`src/rtl/mem_port_master.sv`:
```
// Initiator for the word-addressed RAM port: one direct or indirect load/store at a time.
// Optional build macro MEM_BOUNDS_CHECK_EN rejects direct requests above the indirect pointer.
module mem_port_master #(
  parameter int unsigned       ADDR_W    = 11,
  parameter int unsigned       DATA_W    = 16,
  parameter logic [ADDR_W-1:0] INDA_ADDR = 11'h204,
  parameter logic [ADDR_W-1:0] INDV_ADDR = 11'h203,
  parameter logic [ADDR_W-1:0] PTR_MASK  = 11'h1FF
) (
  input  logic              clk,
  input  logic              reset,
  input  logic              req_valid,
  output logic              req_ready,
  input  logic              req_write,
  input  logic              req_indirect,
  input  logic [ADDR_W-1:0] req_addr,
  input  logic [DATA_W-1:0] req_wdata,
  output logic              resp_valid,
  output logic [DATA_W-1:0] resp_rdata,
  output logic              resp_err,
  output logic [ADDR_W-1:0] addr,
  output logic [DATA_W-1:0] in_data,
  output logic              write_enable,
  input  logic [DATA_W-1:0] out_data
);

  typedef enum logic [2:0] {StIdle, StPtrWr, StAccess, StRdWait, StResp} state_e;

  state_e state_q, state_d;

  logic              req_write_q;
  logic              req_ind_q;
  logic              req_err_q;
  logic [ADDR_W-1:0] req_addr_q;
  logic [DATA_W-1:0] req_wdata_q;

  logic [ADDR_W-1:0] addr_q, addr_d;
  logic [DATA_W-1:0] in_data_q, in_data_d;
  logic              we_q, we_d;
  logic              resp_valid_q, resp_valid_d;
  logic [DATA_W-1:0] resp_rdata_q, resp_rdata_d;
  logic              resp_err_q, resp_err_d;

  logic accept;
  logic bounds_err;

`ifdef MEM_BOUNDS_CHECK_EN
  assign bounds_err = !req_indirect && (req_addr > INDA_ADDR);
`else
  assign bounds_err = 1'b0;
`endif

  // Ready stays low through the response cycle so the next accept follows it.
  assign req_ready = (state_q == StIdle) && !resp_valid_q && !reset;
  assign accept    = req_valid && req_ready;

  always_ff @(posedge clk) begin
    if (reset) begin
      state_q      <= StIdle;
      req_write_q  <= 1'b0;
      req_ind_q    <= 1'b0;
      req_err_q    <= 1'b0;
      req_addr_q   <= '0;
      req_wdata_q  <= '0;
      addr_q       <= '0;
      in_data_q    <= '0;
      we_q         <= 1'b0;
      resp_valid_q <= 1'b0;
      resp_rdata_q <= '0;
      resp_err_q   <= 1'b0;
    end else begin
      state_q      <= state_d;
      addr_q       <= addr_d;
      in_data_q    <= in_data_d;
      we_q         <= we_d;
      resp_valid_q <= resp_valid_d;
      resp_rdata_q <= resp_rdata_d;
      resp_err_q   <= resp_err_d;
      if (accept) begin
        req_write_q <= req_write;
        req_ind_q   <= req_indirect;
        req_err_q   <= bounds_err;
        req_addr_q  <= req_addr;
        req_wdata_q <= req_wdata;
      end
    end
  end

  always_comb begin
    state_d = state_q;
    unique case (state_q)
      StIdle: begin
        if (accept) begin
          if (bounds_err)        state_d = StResp;
          else if (req_indirect) state_d = StPtrWr;
          else                   state_d = StAccess;
        end
      end
      StPtrWr:  state_d = StAccess;
      StAccess: state_d = req_write_q ? StResp : StRdWait;
      StRdWait: state_d = StResp;
      StResp:   state_d = StIdle;
      default:  state_d = StIdle;
    endcase
  end

  // Port registers are loaded from the state being executed, so they lag the state by one edge.
  always_comb begin
    addr_d       = addr_q;
    in_data_d    = in_data_q;
    we_d         = 1'b0;
    resp_valid_d = 1'b0;
    resp_rdata_d = resp_rdata_q;
    resp_err_d   = 1'b0;
    unique case (state_q)
      StPtrWr: begin
        addr_d    = INDA_ADDR;
        in_data_d = DATA_W'(req_addr_q & PTR_MASK);
        we_d      = 1'b1;
      end
      StAccess: begin
        addr_d = req_ind_q ? INDV_ADDR : req_addr_q;
        if (req_write_q) begin
          in_data_d = req_wdata_q;
          we_d      = 1'b1;
        end
      end
      StResp: begin
        resp_valid_d = 1'b1;
        resp_err_d   = req_err_q;
        resp_rdata_d = (req_write_q || req_err_q) ? '0 : out_data;
      end
      default: ;
    endcase
  end

  assign addr         = addr_q;
  assign in_data      = in_data_q;
  assign write_enable = we_q;
  assign resp_valid   = resp_valid_q;
  assign resp_rdata   = resp_rdata_q;
  assign resp_err     = resp_err_q;

endmodule

```
`config.mk`:
```
export PLATFORM = sky130hd
export DESIGN_NAME = mem_port_master
export DESIGN_NICKNAME = d
export VERILOG_FILES = /design/src/rtl/mem_port_master.sv
export SDC_FILE = /design/constraint.sdc
export NUM_CORES = 1
export LEC_CHECK = 0
export BUFFER_PORTS_ARGS = -buffer_cell sky130_fd_sc_hd__buf_2
export CAP_MARGIN = 20
export CORE_ASPECT_RATIO = 0.9
export CORE_MARGIN = 10
export CORE_UTILIZATION = 45
export DETAILED_ROUTE_END_ITERATION = 7
export PLACE_DENSITY = 0.82
export SYNTH_ARGS = -nofsm -noshare
export SYNTH_HDL_FRONTEND = slang
export SYNTH_SLANG_ARGS = --single-unit
```
`constraint.sdc`:
```
create_clock -name clk -period 1.35 [get_ports clk]
set_input_delay 0.2025 -clock clk [delete_from_list [all_inputs] [get_ports clk]]
set_output_delay 0.2025 -clock clk [all_outputs]
set_load 0.005 [all_outputs]
```
* After elaboration in Yosys (flattened, before gate mapping) *
Index checks and enable logic that the tools add are counted.

word-level totals
  bits in registers = 77
  output and inout port bits = 47
  input port bits = 48
  word-level logic and storage cells = 36

operators by class
  multiplexer cells = 12
  reductions and logical operators = 8
  eq/ne operators = 6

operator list
  cell                count
  $mux 16             2
  $pmux 16 s2         1
  $pmux 11 s2         1
  $pmux 3 s4          1
  $mux 11             1
  $eq 3x2->1 const B  2
  $mux 3              2
  $ne 2x2->1 const B  2
  $eq 3x1->1 const B  1
  $eq 3x3->1 const B  1
  $logic_and 1x1->1   3
  $logic_not 3->1     1
  $logic_not 1->1     2
  $mux 1              2
  $mux 2              1
  $pmux 1 s2          1
  $reduce_and 2->1    1
  $reduce_bool 2->1   1

* Depth between registers and ports, before layout *
Gate-level depths: netlist of the first run.

  depth after elaboration = 6
  depth in mapped cells = 6
  mapped depth without buffers = 3

* Worst setup path before layout of the first run *
Ideal clock, no wire load.

  path kind = register to register
  start = register state_q[2]
  end = register req_addr_q[6]
  required time = 1218 ps
  setup slack = -15 ps
  clock period less this slack = 1365 ps
  library setup time = 132 ps
  arrival = 1232 ps
  cell stages (with the launch flop) = 5
  path buffers = 1
  cell sequence = dfxtp_1 or4_4 buf_2 o21ai_0 a21oi_1

on the way
  longest elaborated chain between the ends = 4

ends and longest elaborated chain
  item                             line  source
  from (decl)                      29    state_e state_q, state_d;
  from (signal assigned)           59    state_q <= StIdle;
  from (signal assigned)           72    state_q <= state_d;
  $logic_not 3->1                  54    assign req_ready = (state_q == StIdle) && !resp_valid_q && !reset;
  $logic_and 1x1->1 (2 in series)  54
  $logic_and 1x1->1                55    assign accept = req_valid && req_ready;
  to (signal assigned)             83    req_addr_q <= req_addr;
  to (decl)                        34    logic [ADDR_W-1:0] req_addr_q;

No other way between the ends.
A chain may end at the register's enable or synchronous reset.

* Worst setup path after layout of the first run *
  start = register state_q[2]
  end = output port req_ready

on the way
  longest elaborated chain between the ends = 3

ends and longest elaborated chain
  item                             line  source
  $logic_not 3->1                  54
  $logic_and 1x1->1 (2 in series)  54
  to (decl)                        13    output logic req_ready,

No other way between the ends.

==> impl_metrics.csv, run 1 <==
group,metric,value,unit
route,drtPass1Iterations,5,
layout,nFillCells,557,
cts,cts_buffers,9,
synth,yosys_warnings,0,
worst_setup_path,critPathLaunch,"state_q[2]",
layout,final_cell_mix,"94 x buf_2, 75 x dfxtp_1, 49 x a21oi_1",
worst_setup_path,timing.rr.start,"state_q[2]",
worst_setup_path,cp_cell_sequence,"or4_4 > nor2_1 > buf_2",
sta,max_freq,606.7,MHz
worst_setup_path,cp.required,1150,ps
worst_setup_path,crit_path_max_incr_delay,520,ps
sta,tns,-5410,ps
floorplan,die_h,99.24,um
route,dr.first_iter.drc_count,174,
worst_setup_path,cp.arrival,1450,ps
route,via_count,3065,
synth,syn_nets,399,
global_routing,grt_max_degree,21,
sta,rsz0062_at_grt,"yes",
cts,clk_latency,360,ps
cts,cts_buffer_depth,2,
layout,post-route-util,0.6163,
global_routing,grt_pass1_wl,15060,um
job,max-cap-violations,0,
synth,ys_seq_area_frac,0.4910,
cts,cts_tree,"yes",
synth,synth_edf_count,0,
sta,finalHoldViolations,0,
sta,period_needed,1648,ps
global_routing,grt_pass1_vias,2930,
synth,syn-instance-count,351,
layout,layout_commonest_cell,"buf_2",
global_routing,grtUsageTotal,0.1738,
cts,htreeDepth,3,
pwr,leakagePower,1.697,nW
sta,setup_viol,45,
cts,holdBufCountCts,0,
synth,ys_ff_latch,77,
route,vias_per_cell,5.614,
sta,fin_ws,-298.4,ps
route,drtAntennaViolNets,0,
sta,clock_skew,11.55,ps
worst_setup_path,worstSetupPathType,"register to output port",
place,dp_hpwl,6689,um
worst_setup_path,crit_slowest_cell,"or4_4",
route,wl_per_cell,17.72,um
floorplan,die_w,108.0,um
layout,syn2layout_area_growth,31.37,%
place,gp_congestion,0.8389,
cts,cts-root-buf,"clkbuf_8",
global_routing,grt-ovfl-total,0,
worst_setup_path,cp-start-kind,"register",
status,violations,"negative setup slack",
layout,nNetsFinal,499,
global_routing,antenna_found_initial,0,
layout,drive_gt1_frac,0.3860,
cts,clkSinkCount,77,
synth,ys.flop_type,"dfxtp_1",
floorplan,core_area,0.006691,sq mm
synth,synth.cell_area,0.003139,sq mm
sta,drv_slew,0,
cts,clk_pin_slew,90,ps
floorplan,initial_core_util,0.4691,
worst_setup_path,cp_max_fo,3,
synth,yosysUniqueCellTypes,41,
route,drc,0,
sta,final_min_period_over_clock_period,1.221,
pwr,irDropWorstVdd,0.0005754,V
worst_hold_path,hold_start,"req_wdata[12]",
floorplan,dieArea,0.01072,sq mm
route,routed_wl,9674,um
floorplan,io_pins,95,
synth,async_flop_share,0,
layout,antenna_cells,0,
place,io_buffers,93,
worst_setup_path,worstSetupEndpointType,"output port",
floorplan,rows,28,
synth,syn_area_per_cell,8.944,sq um
status,status,"complete, but fails checks",
worst_hold_path,hp-class,"input pin to register",
pwr,power_density,1196,mW/mm^2
## cell type report
type                    instances  area (sq um)  share of cell area
clock buffers                   9         123.9             0.03004
repair buffers                124         748.2              0.1814
clock inverters                 7         58.81             0.01426
multi-input cells             235          1521              0.3689
inverters                       4         15.01            0.003641
flip-flops and latches         77          1544              0.3744
well taps                      90         112.6             0.02731
## where the power goes
group,internal (W),switching [W]
Sequential,0.00238,0.0000899
Combinational,0.000377,0.000466
Clock,0.000695,0.000925
Total,0.00345,0.00148
## through the flow
stage	setup WS, ps	instance area, sq um	cells	power, W	hold slack (ps)
6_report	-298.4	4124	546	0.004931	83.75
5_1_grt	-330.7	4124	546	0.005146	65.66
4_1_cts	-306.9	3999	545	0.004876	76.57
3_5_place_dp	-102.7	3767	527	0.003250	441.5
3_3_place_gp	-78.65	3767	527	0.003221	434.8
2_1_floorplan	-14.59	3139	351	0.002939	350.2
## logic make-up after synthesis
family          after synthesis  synth area share
simple gates                119            0.2164
compound gates              114            0.2200
flops                        77            0.4910
buf+inv                      39           0.06855
xor+xnor                      1          0.002790
other cells                   1          0.001195
## synthesized netlist by cell type (2+ instances only)
| master | number | area [sq um] |
|---|---|---|
| clkbuf_2 | 2 | 10.01 |
| dfxtp_1 | 77 | 1541 |
| nand2b_1 | 2 | 12.51 |
| nor3_1 | 11 | 55.05 |
| a22o_1 | 14 | 122.6 |
| nor2_1 | 24 | 90.09 |
| clkbuf_1 | 15 | 56.30 |
| nor4_1 | 8 | 50.05 |
| nand3_1 | 29 | 145.1 |
| buf_4 | 5 | 37.54 |
| a21oi_1 | 49 | 245.2 |
| buf_2 | 8 | 40.04 |
| o21ai_1 | 2 | 10.01 |
| inv_1 | 3 | 11.26 |
| nand2_1 | 16 | 60.06 |
| buf_6 | 5 | 56.30 |
| nand3b_1 | 17 | 127.6 |
| nor2b_1 | 3 | 18.77 |
| o2bb2ai_1 | 10 | 87.58 |
| o21ai_0 | 30 | 150.1 |
## flip-flops by register name, summed over array words and instances, names as in the netlist
signal and cells:
req_addr_q 11, state_q 3, req_wdata_q 16, req_ind_q 1, resp_valid 1, in_data 16, req_write_q 1, write_enable 1
resp_rdata 16, addr 11
## path summary, 6_finish.rpt
check	to	depth (start not counted)	slack, ps
max	req_ready	3	-300
max reg2reg	req_addr_q[5]	5	-200
min	req_wdata_q[12]	3	80
min reg2reg	resp_rdata[5]	2	450
## critical path: cells and delay by family, from the launching register on
family / cells / cell delay (ps)
buffers and inverters: 1 / 130
flip-flops: 1 / 340
AND/OR/NAND/NOR: 2 / 620
## routing by layer
layer	share of wire	GRT usage	vias to the layer above
met5	0	0	-
met4	0.018	0.07392	0
met3	0.065	0.04645	14
met2	0.50	0.2774	99
met1	0.42	0.2149	1485
li1	-	-	1467
## what timing repair did
item	CTS	global route
setup endpoints to repair	70	72
buffers inserted	1	1
gates resized for setup	35	28
pin swaps	3	7
gates cloned	1	0
Power figures use the tool's default switching activity.
==> inputs of run 2 (changes only) <==
Settings changed: SKIP_LAST_GASP set to 1.
==> run 2 against run 1 <==
  * Largest power group unchanged
  * The run still ends with negative setup slack left
  * Largest cell class unchanged
  * Sequential share of layout area rose by 0.16 points
  * Clock power about the same
  * Critical path type unchanged
  * Wire length hardly changed
  * Power down 0.11%
  * Combinational power is 0.6% lower
  * Global-route usage hardly changed
  * Critical endpoint unchanged
  * Non-clock buffer count unchanged
  * Design area fell by 0.52%
==> impl_metrics.csv, run 2 (synthesis results as in run 1) <==
group,metric,value,unit
worst_setup_path,worstSetupPathType,"register to output port",
place,gp_congestion,0.8389,
cts,clk_pin_slew,90,ps
worst_setup_path,reg2reg_slack,-180,ps
worst_setup_path,critPathLaunch,"state_q[2]",
floorplan,die_w,108.0,um
cts,htreeDepth,3,
worst_setup_path,worstSetupEndpointType,"output port",
sta,setup_viol,51,
route,drc,0,
sta,rsz0062_at_grt,"yes",
layout,fin_cells,546,
global_routing,grtUsageTotal,0.1734,
floorplan,io_pins,95,
layout,syn2layout_area_growth,30.69,%
route,via_count,3084,
sta,finalHoldViolations,0,
route,drtPass1Iterations,5,
route,wl_per_cell,17.72,um
cts,cts_tree,"yes",
worst_hold_path,hold_depth,3,
sta,final_min_period_over_clock_period,1.222,
worst_setup_path,cp.arrival,1450,ps
layout,layout_commonest_cell,"buf_2",
pwr,leakagePower,1.695,nW
worst_hold_path,hold_start,"req_addr[1]",
cts,clkSinkCount,77,
global_routing,grt_max_degree,21,
sta,fin_ws,-300.2,ps
status,violations,"negative setup slack",
cts,cts_buffer_depth,2,
job,max-cap-violations,0,
worst_setup_path,reg2reg_to,"req_addr_q[10]",
layout,antenna_cells,0,
route,routed_wl,9675,um
floorplan,core_area,0.006691,sq mm
floorplan,initial_core_util,0.4691,
floorplan,die_h,99.24,um
worst_hold_path,min_to,"req_addr_q[1]",
worst_setup_path,cp_max_fo,3,
route,dr.first_iter.drc_count,225,
route,drtAntennaViolNets,0,
global_routing,grt-ovfl-total,0,
worst_hold_path,hp-class,"input pin to register",
sta,max_freq,606.0,MHz
cts,cts_buffers,9,
sta,period_needed,1650,ps
global_routing,antenna_found_initial,0,
route,vias_per_cell,5.648,
cts,holdBufCountCts,0,
sta,drv_slew,0,
worst_setup_path,r2r_cells,5,
place,place_inst,527,
floorplan,dieArea,0.01072,sq mm
sta,clock_skew,13.88,ps
place,io_buffers,93,
layout,drive_gt1_frac,0.3816,
worst_setup_path,cp.required,1150,ps
floorplan,rows,28,
layout,final_cell_mix,"94 x buf_2, 76 x dfxtp_1, 49 x a21oi_1",
pwr,power,0.004925,W
cts,cts-root-buf,"clkbuf_8",
pwr,irDropWorstVdd,0.0005654,V
worst_setup_path,timing.rr.start,"state_q[2]",
place,dp_hpwl,6689,um
status,status,"complete, but fails checks",
global_routing,grt_pass1_wl,15010,um
cts,clk_latency,360,ps
worst_setup_path,cp-start-kind,"register",
layout,nNetsFinal,499,
pwr,power_density,1201,mW/mm^2
layout,nFillCells,559,
global_routing,grt_pass1_vias,2932,
run 2: changes by cell type in the layout (fill, tap and decap cells not counted):
cell and change:
nand4bb_4 -1, buf_4 +1, dfxtp_2 -1, buf_6 -1, dfxtp_1 +1, nand4bb_1 +1
run 2: how the worst max path moves through the flow:
stage	slack, ps	endpoint	cells after the start
after floorplan	-10	req_addr_q[6]	4
after global placement	-80	addr[3]	4
after detailed placement	-100	in_data[6]	5
after CTS	-310	req_ready	3
after global routing	-330	req_ready	3
final	-300	req_ready	3
run 2: area by class of cell:
class,count,area [sq um],area share
inverters,4,15.01,0.003660
well taps,90,112.6,0.02745
multi-input cells,235,1505,0.3669
repair buffers,124,744.5,0.1815
flip-flops and latches,77,1543,0.3760
clock buffers,9,123.9,0.03019
clock inverters,7,58.81,0.01433
run 2: report_power, final:
part	internal [W]	leakage, nW	switching [W]
clock	0.000695	0.0921	0.000928
sequential	0.00238	0.626	0.0000873
combinational	0.000372	0.977	0.000466
run 2: worst max-delay path, cell delays in order, from the launching register on:
cell and delay (ps):
dfxtp_2 350, or4_4 520, nor2_1 100, buf_2 130
run 2: metrics by stage:
step | area, sq um | setup TNS, ps | worst slack, ps | utilization | hold slack (ps)
global placement | 3767 | -1798 | -78.65 | 0.5630 | 434.8
detailed placement | 3767 | -3615 | -102.7 | 0.5630 | 441.5
floorplan | 3139 | -341.4 | -14.59 | - | 350.2
CTS | 3995 | -4772 | -306.9 | 0.5970 | 76.57
finish | 4103 | -5739 | -300.2 | 0.6131 | 83.03
global route | 4103 | -8389 | -330.8 | 0.6131 | 65.66
run 2: what timing repair did:
| action | 4_1_cts | 5_1_grt |
|---|---|---|
| pin swaps | 3 | 2 |
| resized for setup | 34 | 26 |
| gates cloned | 1 | 0 |
| setup buffers | 1 | 1 |
| setup endpoints to repair | 70 | 72 |
run 2: routing by layer:
metal | vias to the layer above | track usage | share of wire
met2 | 123 | 0.2783 | 0.50
met1 | 1477 | 0.2130 | 0.42
li1 | 1468 | - | -
met5 | - | 0 | 0
met4 | 0 | 0.07392 | 0.019
met3 | 16 | 0.04645 | 0.069
==> inputs of run 3 (changes only) <==
Settings changed: PLACE_DENSITY 0.82 to 0.74.
==> run 3 against run 2 <==
  * The run still ends with negative setup slack left
  * Non-clock buffer count rose by 3
  * Setup slack improved by 24 ps
  * Power fell by 0.12%
  * Flip-flop and latch count did not move
  * Maximum frequency rose by 1.5%
  * Hold slack improved by 3.3 ps
  * First-iteration DRC count fell by 2.7%
  * Utilization rose by 0.95 points
  * Clock power barely moved
  * Critical path depth did not move
  * Register-to-register slack got worse by 20 ps
  * Cell count rose by 0.55%
  * Largest cell class unchanged
  * Largest power group unchanged
==> impl_metrics.csv, run 3 (synthesis results as in run 1) <==
group,metric,value,unit
worst_hold_path,hp-class,"input pin to register",
worst_setup_path,cp_max_fo,3,
cts,htreeDepth,3,
floorplan,io_pins,95,
pwr,irDropWorstVdd,0.0006826,V
layout,post-route-util,0.6227,
pwr,pwr-share-comb,0.173,
pwr,leakagePower,1.715,nW
global_routing,grtUsageTotal,0.1616,
global_routing,grt_pass1_wl,14020,um
status,status,"complete, but fails checks",
route,dr.first_iter.drc_count,219,
global_routing,busiest_layer,"met2",
pwr,power_density,1181,mW/mm^2
sta,finalHoldViolations,0,
global_routing,grt_util_met1,0.1999,
floorplan,core_area,0.006691,sq mm
route,via_count,3021,
worst_setup_path,r2r_cells,5,
route,vias_per_cell,5.503,
floorplan,initial_core_util,0.4691,
route,drtPass1Iterations,4,
worst_setup_path,reg2reg_slack,-200,ps
layout,syn2layout_area_growth,32.72,%
cts,cts_tree,"yes",
place,io_buffers,93,
pwr,p_int,0.003465,W
worst_setup_path,worstSetupPathType,"register to output port",
cts,clk_latency,360,ps
layout,final_cell_mix,"94 x buf_2, 74 x dfxtp_1, 49 x a21oi_1",
worst_hold_path,min_to,"req_wdata_q[7]",
sta,max_freq,614.9,MHz
global_routing,grtUsageMet2,0.2579,
cts,cts_buffers,9,
sta,period_needed,1626,ps
route,drtAntennaViolNets,0,
place,place_inst,527,
sta,tns,-6162,ps
worst_setup_path,cp-start-kind,"register",
status,violations,"negative setup slack",
place,dp_hpwl,6591,um
layout,fin_area,0.004167,sq mm
worst_setup_path,cp.arrival,1420,ps
global_routing,grtUsageMet3,0.05032,
route,wl_per_cell,17.35,um
layout,nNetsFinal,502,
cts,cts_buffer_depth,2,
floorplan,die_w,108.0,um
pwr,seqPwrFrac,0.502,
sta,rsz0062_at_grt,"yes",
pwr,p_sw_frac,0.2956,
place,dpl_cell_area,0.003767,sq mm
pwr,net-switching-power,0.001454,W
place,gp_congestion,0.8174,
sta,clock_skew,7.736,ps
global_routing,antenna_found_initial,0,
floorplan,die_h,99.24,um
route,drc,0,
cts,clkSinkCount,77,
layout,nFillCells,570,
sta,fin_ws,-276.3,ps
worst_setup_path,timing.rr.start,"state_q[0]",
worst_hold_path,hold_start,"req_wdata[7]",
global_routing,grt-ovfl-total,0,
global_routing,grt_max_degree,35,
worst_hold_path,hold_depth,3,
layout,antenna_cells,0,
sta,drv_slew,0,
cts,clk_pin_slew,80,ps
layout,drive_gt1_frac,0.3834,
layout,fin_cells,549,
global_routing,grt_pass1_vias,2779,
cts,cts-root-buf,"clkbuf_8",
pwr,clkPwrFrac,0.325,
sta,setup_viol,55,
route,routed_wl,9525,um
floorplan,rows,28,
layout,layout_commonest_cell,"buf_2",
worst_setup_path,worstSetupEndpointType,"output port",
cts,holdBufCountCts,0,
floorplan,dieArea,0.01072,sq mm
worst_setup_path,cp.required,1150,ps
worst_setup_path,reg2reg_to,"req_addr_q[3]",
job,max-cap-violations,0,
sta,final_min_period_over_clock_period,1.205,
-- run 3: changes by cell type in the layout (fill, tap and decap cells not counted), sizes merged --
cell / delta
buf: +2
clkbuf: +1
clkinv: -2
clkinvlp: +2
-- run 3: repair_timing --
item | in CTS | in global routing
setup buffers | 2 | 1
endpoints found under the setup margin | 61 | 71
gates cloned | 0 | 3
endpoints found under the hold margin | 0 | 0
pin swaps | 4 | 2
gates resized for setup | 43 | 25
-- run 3: area by class of cell --
class	instances	area, sq um	area share
Sequential cell	77	1545	0.3709
Multi-Input combinational cell	235	1504	0.3610
Timing Repair Buffer	127	803.3	0.1928
Clock inverter	7	58.81	0.01411
Clock buffer	9	123.9	0.02973
Inverter	4	18.77	0.004505
Tap cell	90	112.6	0.02703
-- run 3: worst max path at each step --
stage          startpoint            end  cells after the start
2_1_floorplan  state_q[2]  req_addr_q[6]                      4
3_3_place_gp   state_q[0]        addr[3]                      4
3_5_place_dp   state_q[2]  req_addr_q[3]                      4
4_1_cts        state_q[1]      req_ready                      3
5_1_grt        state_q[1]      req_ready                      3
6_report       state_q[0]      req_ready                      3
-- run 3: metrics by stage --
| stage | power [W] | hold WS (ps) | setup slack [ps] |
|---|---|---|---|
| CTS | 0.004871 | 77.34 | -291.5 |
| floorplan | 0.002939 | 350.2 | -14.59 |
| finish | 0.004919 | 86.30 | -276.3 |
| global route | 0.005123 | 74.27 | -323.9 |
| detailed placement | 0.003236 | 441.1 | -105.7 |
| global placement | 0.003216 | 434.3 | -48.07 |
-- run 3: power groups by stage --
stage	clock network, W	logic [W]	registers, W
after global routing	0.00172	0.000927	0.00248
after CTS	0.00163	0.000783	0.00246
after floorplan	0	0.000446	0.00249
final	0.00160	0.000850	0.00247
after detailed placement	0	0.000730	0.00251
after global placement	0	0.000715	0.00250
-- run 3: routing by layer --
layer  wire length, um  vias to the layer above
met3               686                        7
met4               102                        0
met1              4036                     1442
met5                 0                        -
met2              4699                       99
li1                  -                     1473
-- run 3: worst max-delay path: stages (launching register included) --
cell and delay, ps:
dfxtp_2 340, or4_4 520, nor2_2 90, buf_2 120
